$ cat src/rtl/stack_pkg.sv
// Shared constants and request decode for the LIFO stack block.
package stack_pkg;

  localparam int STACK_WIDTH = 8;
  localparam int STACK_DEPTH = 8;
  localparam int STACK_PTR_W = 3;
  localparam int STACK_CNT_W = 4;

  // Raw request seen on one clock edge, before full/empty qualification
  typedef enum logic [1:0] {
    OP_IDLE = 2'b00,
    OP_PUSH = 2'b01,
    OP_POP  = 2'b10,
    OP_SWAP = 2'b11
  } stack_op_e;

  function automatic stack_op_e stack_op(input logic push, input logic pop);
    return stack_op_e'({pop, push});
  endfunction

endpackage

$ cat src/rtl/stack_regfile.sv
// DEPTH x WIDTH storage: one synchronous write port, one combinational read port.
module stack_regfile #(
  parameter int WIDTH = 8,
  parameter int DEPTH = 8,
  parameter int PTR_W = $clog2(DEPTH)
) (
  input  logic             clk,
  input  logic             we,
  input  logic [PTR_W-1:0] waddr,
  input  logic [WIDTH-1:0] wdata,
  input  logic [PTR_W-1:0] raddr,
  output logic [WIDTH-1:0] rdata
);

  logic [WIDTH-1:0] mem [DEPTH];

  // Contents are not reset; a slot is only ever read after it was written
  always_ff @(posedge clk) begin
    if (we) mem[waddr] <= wdata;
  end

  assign rdata = mem[raddr];

endmodule

$ cat src/rtl/lifo_stack.sv
// LIFO stack: count register, push/pop decode and registered pop output.
module lifo_stack
  import stack_pkg::*;
#(
  parameter int WIDTH = STACK_WIDTH,
  parameter int DEPTH = STACK_DEPTH,
  localparam int PTR_W = $clog2(DEPTH),
  localparam int CNT_W = PTR_W + 1
) (
  input  logic             clk,
  input  logic             reset_,
  input  logic             push,
  input  logic [WIDTH-1:0] din,
  input  logic             pop,
  output logic [WIDTH-1:0] dout,
  output logic             dout_valid,
  output logic [CNT_W-1:0] count,
  output logic             empty,
  output logic             full,
  output logic             overflow,
  output logic             underflow
);

  stack_op_e        op;
  logic             do_pop;
  logic             do_push;
  logic [CNT_W-1:0] top_idx;
  logic [PTR_W-1:0] waddr;
  logic [WIDTH-1:0] rdata;

  // Flags decode straight from the registered count
  assign empty = (count == '0);
  assign full  = (count == CNT_W'(DEPTH));

  assign top_idx = count - CNT_W'(1);

  // Qualify the raw request; a swap on a full stack frees the top slot first
  always_comb begin
    op      = stack_op(push, pop);
    do_pop  = 1'b0;
    do_push = 1'b0;
    waddr   = count[PTR_W-1:0];
    unique case (op)
      OP_PUSH: do_push = !full;
      OP_POP:  do_pop  = !empty;
      OP_SWAP: begin
        do_pop  = !empty;
        do_push = 1'b1;
        // Swap overwrites the slot being popped; on empty it writes slot 0
        if (!empty) waddr = top_idx[PTR_W-1:0];
      end
      default: ;
    endcase
  end

  stack_regfile #(
    .WIDTH (WIDTH),
    .DEPTH (DEPTH),
    .PTR_W (PTR_W)
  ) u_regfile (
    .clk   (clk),
    .we    (do_push),
    .waddr (waddr),
    .wdata (din),
    .raddr (top_idx[PTR_W-1:0]),
    .rdata (rdata)
  );

  // Count moves only when exactly one of push/pop is accepted
  always_ff @(posedge clk or negedge reset_) begin
    if (!reset_) begin
      count <= '0;
    end else if (do_push && !do_pop) begin
      count <= count + CNT_W'(1);
    end else if (do_pop && !do_push) begin
      count <= count - CNT_W'(1);
    end
  end

  // Popped word is registered and held until the next accepted pop
  always_ff @(posedge clk or negedge reset_) begin
    if (!reset_) begin
      dout       <= '0;
      dout_valid <= 1'b0;
    end else begin
      dout_valid <= do_pop;
      if (do_pop) dout <= rdata;
    end
  end

  // Rejection pulses: push blocked by full, pop blocked by empty
  always_ff @(posedge clk or negedge reset_) begin
    if (!reset_) begin
      overflow  <= 1'b0;
      underflow <= 1'b0;
    end else begin
      overflow  <= (op == OP_PUSH) && full;
      underflow <= pop && empty;
    end
  end

endmodule
$ cat config.mk
export PLATFORM = sky130hd
export DESIGN_NAME = lifo_stack
export DESIGN_NICKNAME = d
export VERILOG_FILES = /design/src/rtl/stack_pkg.sv /design/src/rtl/stack_regfile.sv /design/src/rtl/lifo_stack.sv
export SDC_FILE = /design/constraint.sdc
export NUM_CORES = 1
export LEC_CHECK = 0
export ABC_AREA = 1
export BUFFER_PORTS_ARGS = -buffer_cell sky130_fd_sc_hd__clkbuf_2
export CAP_MARGIN = 20
export CELL_PAD_IN_SITES_DETAIL_PLACEMENT = 1
export CELL_PAD_IN_SITES_GLOBAL_PLACEMENT = 2
export CORE_ASPECT_RATIO = 1.4
export CORE_MARGIN = 2
export CORE_UTILIZATION = 38
export DETAILED_ROUTE_END_ITERATION = 8
export PLACE_DENSITY = 0.76
export SLEW_MARGIN = 20
export SYNTH_ARGS = -nofsm -noshare
export SYNTH_HDL_FRONTEND = slang
export SYNTH_SLANG_ARGS = --single-unit
$ cat constraint.sdc
create_clock -name clk -period 3.2 [get_ports clk]
set_input_delay 0.16 -clock clk [delete_from_list [all_inputs] [get_ports clk]]
set_output_delay 0.16 -clock clk [all_outputs]
set_load 0.01 [all_outputs]
Word level (Yosys, flattened, before mapping)
Memory sizes are Yosys's and may differ from the RTL's. A register that Yosys moved wholly into a read port is not among the register bits.
Index checks and enable logic that the tools add are counted.
{ "classes": {"mux": 8, "reduce_logical": 12, "eq_ne": 4, "addsub": 2} }
{ "ops": {"columns": ["op", "count"], "rows": [
  ["$mux 4", 2],
  ["$mux 3", 2],
  ["$logic_not 1->1", 5],
  ["$add 4x1->4 const B", 1],
  ["$eq 2x2->1 const B", 2],
  ["$eq 4x4->1 const B", 1],
  ["$logic_and 1x1->1", 4],
  ["$logic_not 4->1", 1],
  ["$sub 4x1->4 const B", 1],
  ["$mux 1", 3],
  ["$eq 2x1->1 const B", 1],
  ["$pmux 1 s2", 1],
  ["$reduce_bool 2->1", 1],
  ["$reduce_or 2->1", 1]
]} }
{ "word_totals": {"n_memories": 1, "ff_bits": 7, "ram_bits": 64, "out_inout_bits": 17, "input_bits": 12, "wordCells": 31} }
{ "memory_table": {"columns": ["name", "words", "word_bits", "rd", "rd_clocked_by_memory_dff", "write_ports", "line_no", "source"], "rows": [
  ["u_regfile.mem", 8, 8, 1, 1, 1, "stack_regfile.sv:15", "logic [WIDTH-1:0] mem [DEPTH];"]
]} }

Logic depth before layout (Yosys ltp)
{ "logic_depth": {"ltp_word": 7, "ltp_mapped": 15} }

Cells and area by module
Synthesis repeated with hierarchy kept, for this count alone.
{ "hier_totals": {"hier_cells": 394, "area_unflattened_um2": 3668.5} }
{ "by_module_without_submodules": {"columns": ["module", "n_inst", "cells_each", "area_each_um2"], "rows": [
  ["stack_regfile", 1, 295, 2890.3],
  ["lifo_stack", 1, 99, 778.2]
]} }

Worst setup path before layout
OpenSTA, ideal clock, no wires.
{ "synth_path": {"kind": "register -> register", "from": "register count[0]", "to": "memory u_regfile.mem[7][0], enable pin", "period_less_slack_ps": 2309, "path_stages_with_launch": 11, "slack_ps": 891, "t_arrival_ps": 1939, "setup_time_ps": 370, "path_cell_list": "dfrtp_1 buf_6 inv_8 buf_4 ha_1 buf_2 inv_2 nand4_1 nand2_1 nand2_1 nor2_1"} }
{ "synth_via": {"elab_chain_len": 5, "word_cells_on_any_way": 9, "cone_classes": "add/sub: 1; eq/ne: 1; mux: 5; reduce/logical: 2"} }
{ "synth_rtl": {"columns": ["item", "line_no", "source"], "rows": [
  ["from (decl)", "lifo_stack.sv:17", "output logic [CNT_W-1:0] count,"],
  ["from (signal assigned)", "lifo_stack.sv:74", "count <= count + CNT_W'(1);"],
  ["from (signal assigned)", "lifo_stack.sv:76", "count <= count - CNT_W'(1);"],
  ["$eq 4x4->1", "lifo_stack.sv:33", "assign full = (count == CNT_W'(DEPTH));"],
  ["$logic_not 1->1", "lifo_stack.sv:44", "OP_PUSH: do_push = !full;"],
  ["$pmux 1 s2", "lifo_stack.sv:43", "unique case (op)"],
  ["$mux 1", "stack_regfile.sv:19", "if (we) mem[waddr] <= wdata;"],
  ["$mux 1 (not written as such)", "stack_regfile.sv:19", null],
  ["to (decl)", "stack_regfile.sv:15", null]
]} }
Several ways; a longest one is shown, not always the timed one.

Worst setup path after layout
{ "layout_path": {"from": "register count[0]", "to": "memory u_regfile.mem[1][6], enable pin"} }
The elaborated chain is that of the path after synthesis.

==> implementation parameters <==
Parameter                              Value

Min path
  Cells on Worst Hold Path    1
  Path class of the lowest-slack min-delay path    in -> reg

GRT
  Via count of the first global-routing pass    2558
  Total track usage    0.180
  Wire length of the first global-routing pass    13700 µm
  Overall overflow remaining after global route    0
  Antenna violations before repair    0
  Maximum number of pins on one net before global-route repair    39

Synth
  Area of the mapped netlist    0.00353 mm²
  Post-synthesis cell type count    27
  Simple-gate area share of the yosys netlist    0.259
  Cell taking the most area after synthesis    edfxtp_1
  Register area share after synthesis    0.651
  Complex-gate fraction of the synthesized area    0.00780
  Synth warnings    0
  Main combinational cell family by area after synthesis    simple AND/OR/NAND/NOR gates
  Share of the synthesized area in the top cell type    0.544
  Post-Synth XOR/XNOR Area    0.00496
  Adder and majority cell fraction of the synthesized area    0.0106
  Mapped Cells    342
  Mux cell area share after synthesis    0
  Area contributors post-synth    edfxtp_1 54%, nand2_1 15%, dfrtp_1 11%
  Number of synthesized register bits    79
  Net count after synthesis    357
  Mean instance size in the synthesized netlist    10.3 µm²

Outcome
  Result of the run    complete, no violations

Cells and area
  Utilization of the core after routing    0.449
  Layout Nets    391
  Area of combinational cells with multiple inputs    roughly 1000 µm²
  FILL cells    1027
  Antenna fix cells    0
  Area overhead of the layout relative to synthesis    14.9%
  Storage cell area    0.00230 mm²
  Share of post-route cells with drive strength above 1    0.186

Detailed routing
  Routed vias/inst    ~4.9
  Vias    roughly 2400
  Mean routed wirelength per cell    16.7 µm
  Final Routed Wirelength    8150 µm
  Count of nets left with antenna violations after detail routing    0
  Drt first pass iters    5
  Drt initial violations    93
  Residual DRC count    0

STA
  Final-report max-slew violation count    0
  Minimum clock period after layout    2.48 ns
  Final setup vio count    0
  Maximum frequency from static timing analysis    0.404 GHz
  Worst Clk Skew    0.00543 ns
  Slew HR    0.513
  RSZ-0062 raised after global routing    false
  Number of hold violations in the final report    0
  Worst Max-Slew Pin Slew    between 0.7 and 0.8 ns
  Crit share post-route    0.774
  Accumulated negative setup slack    0 ns

Clock tree
  Number of H-tree levels    3
  Clock root buffer    clkbuf_16
  TritonCTS sink count    79
  TritonCTS buffer count    9
  Maximum root-to-sink buffer count    2
  Clock insertion delay at the later pin of the skew report    about 0.33 ns
  Clock transition at path regs    0.06 ns
  Clock tree from TritonCTS    done

Die
  I/O Pins    29
  Die ar.    0.0101 mm²
  Die extent in y    118 µm
  Initial Utilization    0.391
  Site row count    41
  Die width    85.5 µm
  Core outline area    0.00903 mm²

Power and ir drop
  Worst voltage drop across the vdd grid    484 µV
  Leakage    0.00182 µW
  Cell area power density    965 mW/mm²

Placed design
  Final weighted congestion in routability-driven placement    0.758
  Half-perimeter wire length after detailed placement    5770 µm
  Buffers on Ports    28

Setup path
  Critical path type    reg -> reg
  CP startpoint kind    flip-flop
  R2R depth    10
  Crit path capture type    flip-flop
  Setup slack on the worst flop-to-flop path    0.72 ns
  Worst endpoint data arrival time    approximately 2.4 ns
  Required @ worst endpoint    3.16 ns
  Maximum fanout encountered on the critical timing path    34

Run
  Total of max-cap violations    0
## sequential cells by signal (all words and copies together), names as in the netlist
| name | flops |
|---|---|
| dout_valid | 1 |
| underflow | 1 |
| u_regfile.mem | 64 |
| count | 4 |
| dout | 8 |
| overflow | 1 |
## worst paths after layout
path,from,to
min reg2reg,dout[4],dout[4]
max reg2reg,count[0],u_regfile.mem[1][6]
max in group asynchronous,reset_,dout[4]
min,din[4],u_regfile.mem[2][4]
min in group asynchronous,reset_,dout_valid
max,count[0],u_regfile.mem[1][6]
## layer usage
layer	routed length (µm)	vias to the layer above	share of wire	global-route usage
li1	-	1180	-	-
met1	3580	1164	0.44	0.231
met2	4220	43	0.52	0.306
met3	262	9	0.032	0.0372
met4	94	0	0.012	0.0476
met5	0	-	0	0
## cell usage in the layout (no fill, tap or decap), types with 2 or more instances in the layout
| cell type | synthesis | routed |
|---|---|---|
| edfxtp_1 | 64 | 64 |
| clkbuf_16 | 0 | 9 |
| nand2_1 | 144 | 144 |
| nand4_1 | 3 | 3 |
| inv_2 | 6 | 6 |
| clkbuf_2 | 0 | 28 |
| nor2_4 | 2 | 2 |
| buf_4 | 5 | 6 |
| nand2_2 | 5 | 5 |
| nand3_1 | 34 | 34 |
| o21ai_0 | 2 | 2 |
| nand3_2 | 3 | 3 |
| nor2_1 | 11 | 11 |
| clkbuf_8 | 0 | 3 |
| ha_1 | 3 | 3 |
| dfrtp_1 | 15 | 15 |
| inv_1 | 26 | 26 |
| nand2_4 | 2 | 2 |
## per-stage QoR
step | std cells | instance area [µm²] | hold WS, ns | total power [µW] | setup slack [ns]
2_1_floorplan | 342 | 3530 | -0.136 | 2560 | 0.891
3_3_place_gp | 471 | 3750 | 0.0978 | 2960 | 0.789
5_1_grt | 488 | 4060 | 0.161 | 4230 | 0.495
4_1_cts | 488 | 4060 | 0.140 | 3990 | 0.682
6_report | 488 | 4060 | 0.138 | 3920 | 0.724
3_5_place_dp | 471 | 3750 | 0.0983 | 2990 | 0.694
## cell families after synthesis
logic type	Yosys count
adders and majority gates	3
DFF	79
and+or+nand+nor	207
xor gates and xnor gates	2
AOI/OAI and AO/OA	5
buffers and inverters	46
## where the power goes
group	switching [µW]	internal [µW]	leakage, µW	total (µW)
clock network	387	593	0.000142	980
registers	108	1320	0.000763	1420
logic	1050	465	0.000911	1510
## synthesized netlist by cell type
| cell type | n |
|---|---|
| buf_2 | 3 |
| a31oi_1 | 1 |
| o22ai_1 | 1 |
| xnor2_1 | 1 |
| buf_6 | 4 |
| inv_2 | 6 |
| inv_8 | 1 |
| nor2_1 | 11 |
| nand3_1 | 34 |
| buf_4 | 5 |
| nand3_2 | 3 |
| inv_1 | 26 |
| inv_4 | 1 |
| a21oi_1 | 1 |
| dfrtp_1 | 15 |
| nor2_8 | 1 |
| xor2_1 | 1 |
| nand2_4 | 2 |
| nand2_2 | 5 |
| nor2_4 | 2 |
| edfxtp_1 | 64 |
| nand4_2 | 1 |
| nor3_1 | 1 |
| o21ai_0 | 2 |
| nand4_1 | 3 |
| ha_1 | 3 |
| nand2_1 | 144 |
## layout make-up
type,instances,area share
multi-input cells,217,0.246
clock buffers,13,0.0666
clock inverters,3,0.00617
flip-flops and latches,79,0.566
well taps,107,0.0330
inverters,34,0.0339
repair buffers,35,0.0481
## worst max-delay path, cell delays in order (launching register included)
cell and delay, ns:
dfrtp_1 0.44, inv_8 0.19, ha_1 0.31, inv_2 0.07
nand2_2 0.08, nand2_4 0.12, nand3_2 0.09, nand2_2 0.07
inv_2 0.06, nand2_1 0.09, nor2_1 0.57
## repair_timing
item	in CTS	in global routing
buffers inserted	0	0
hold buffers	1	0
endpoints found under the hold margin	15	0
gates resized for setup	0	0
Note: power is estimated with default switching activity, not from simulation.
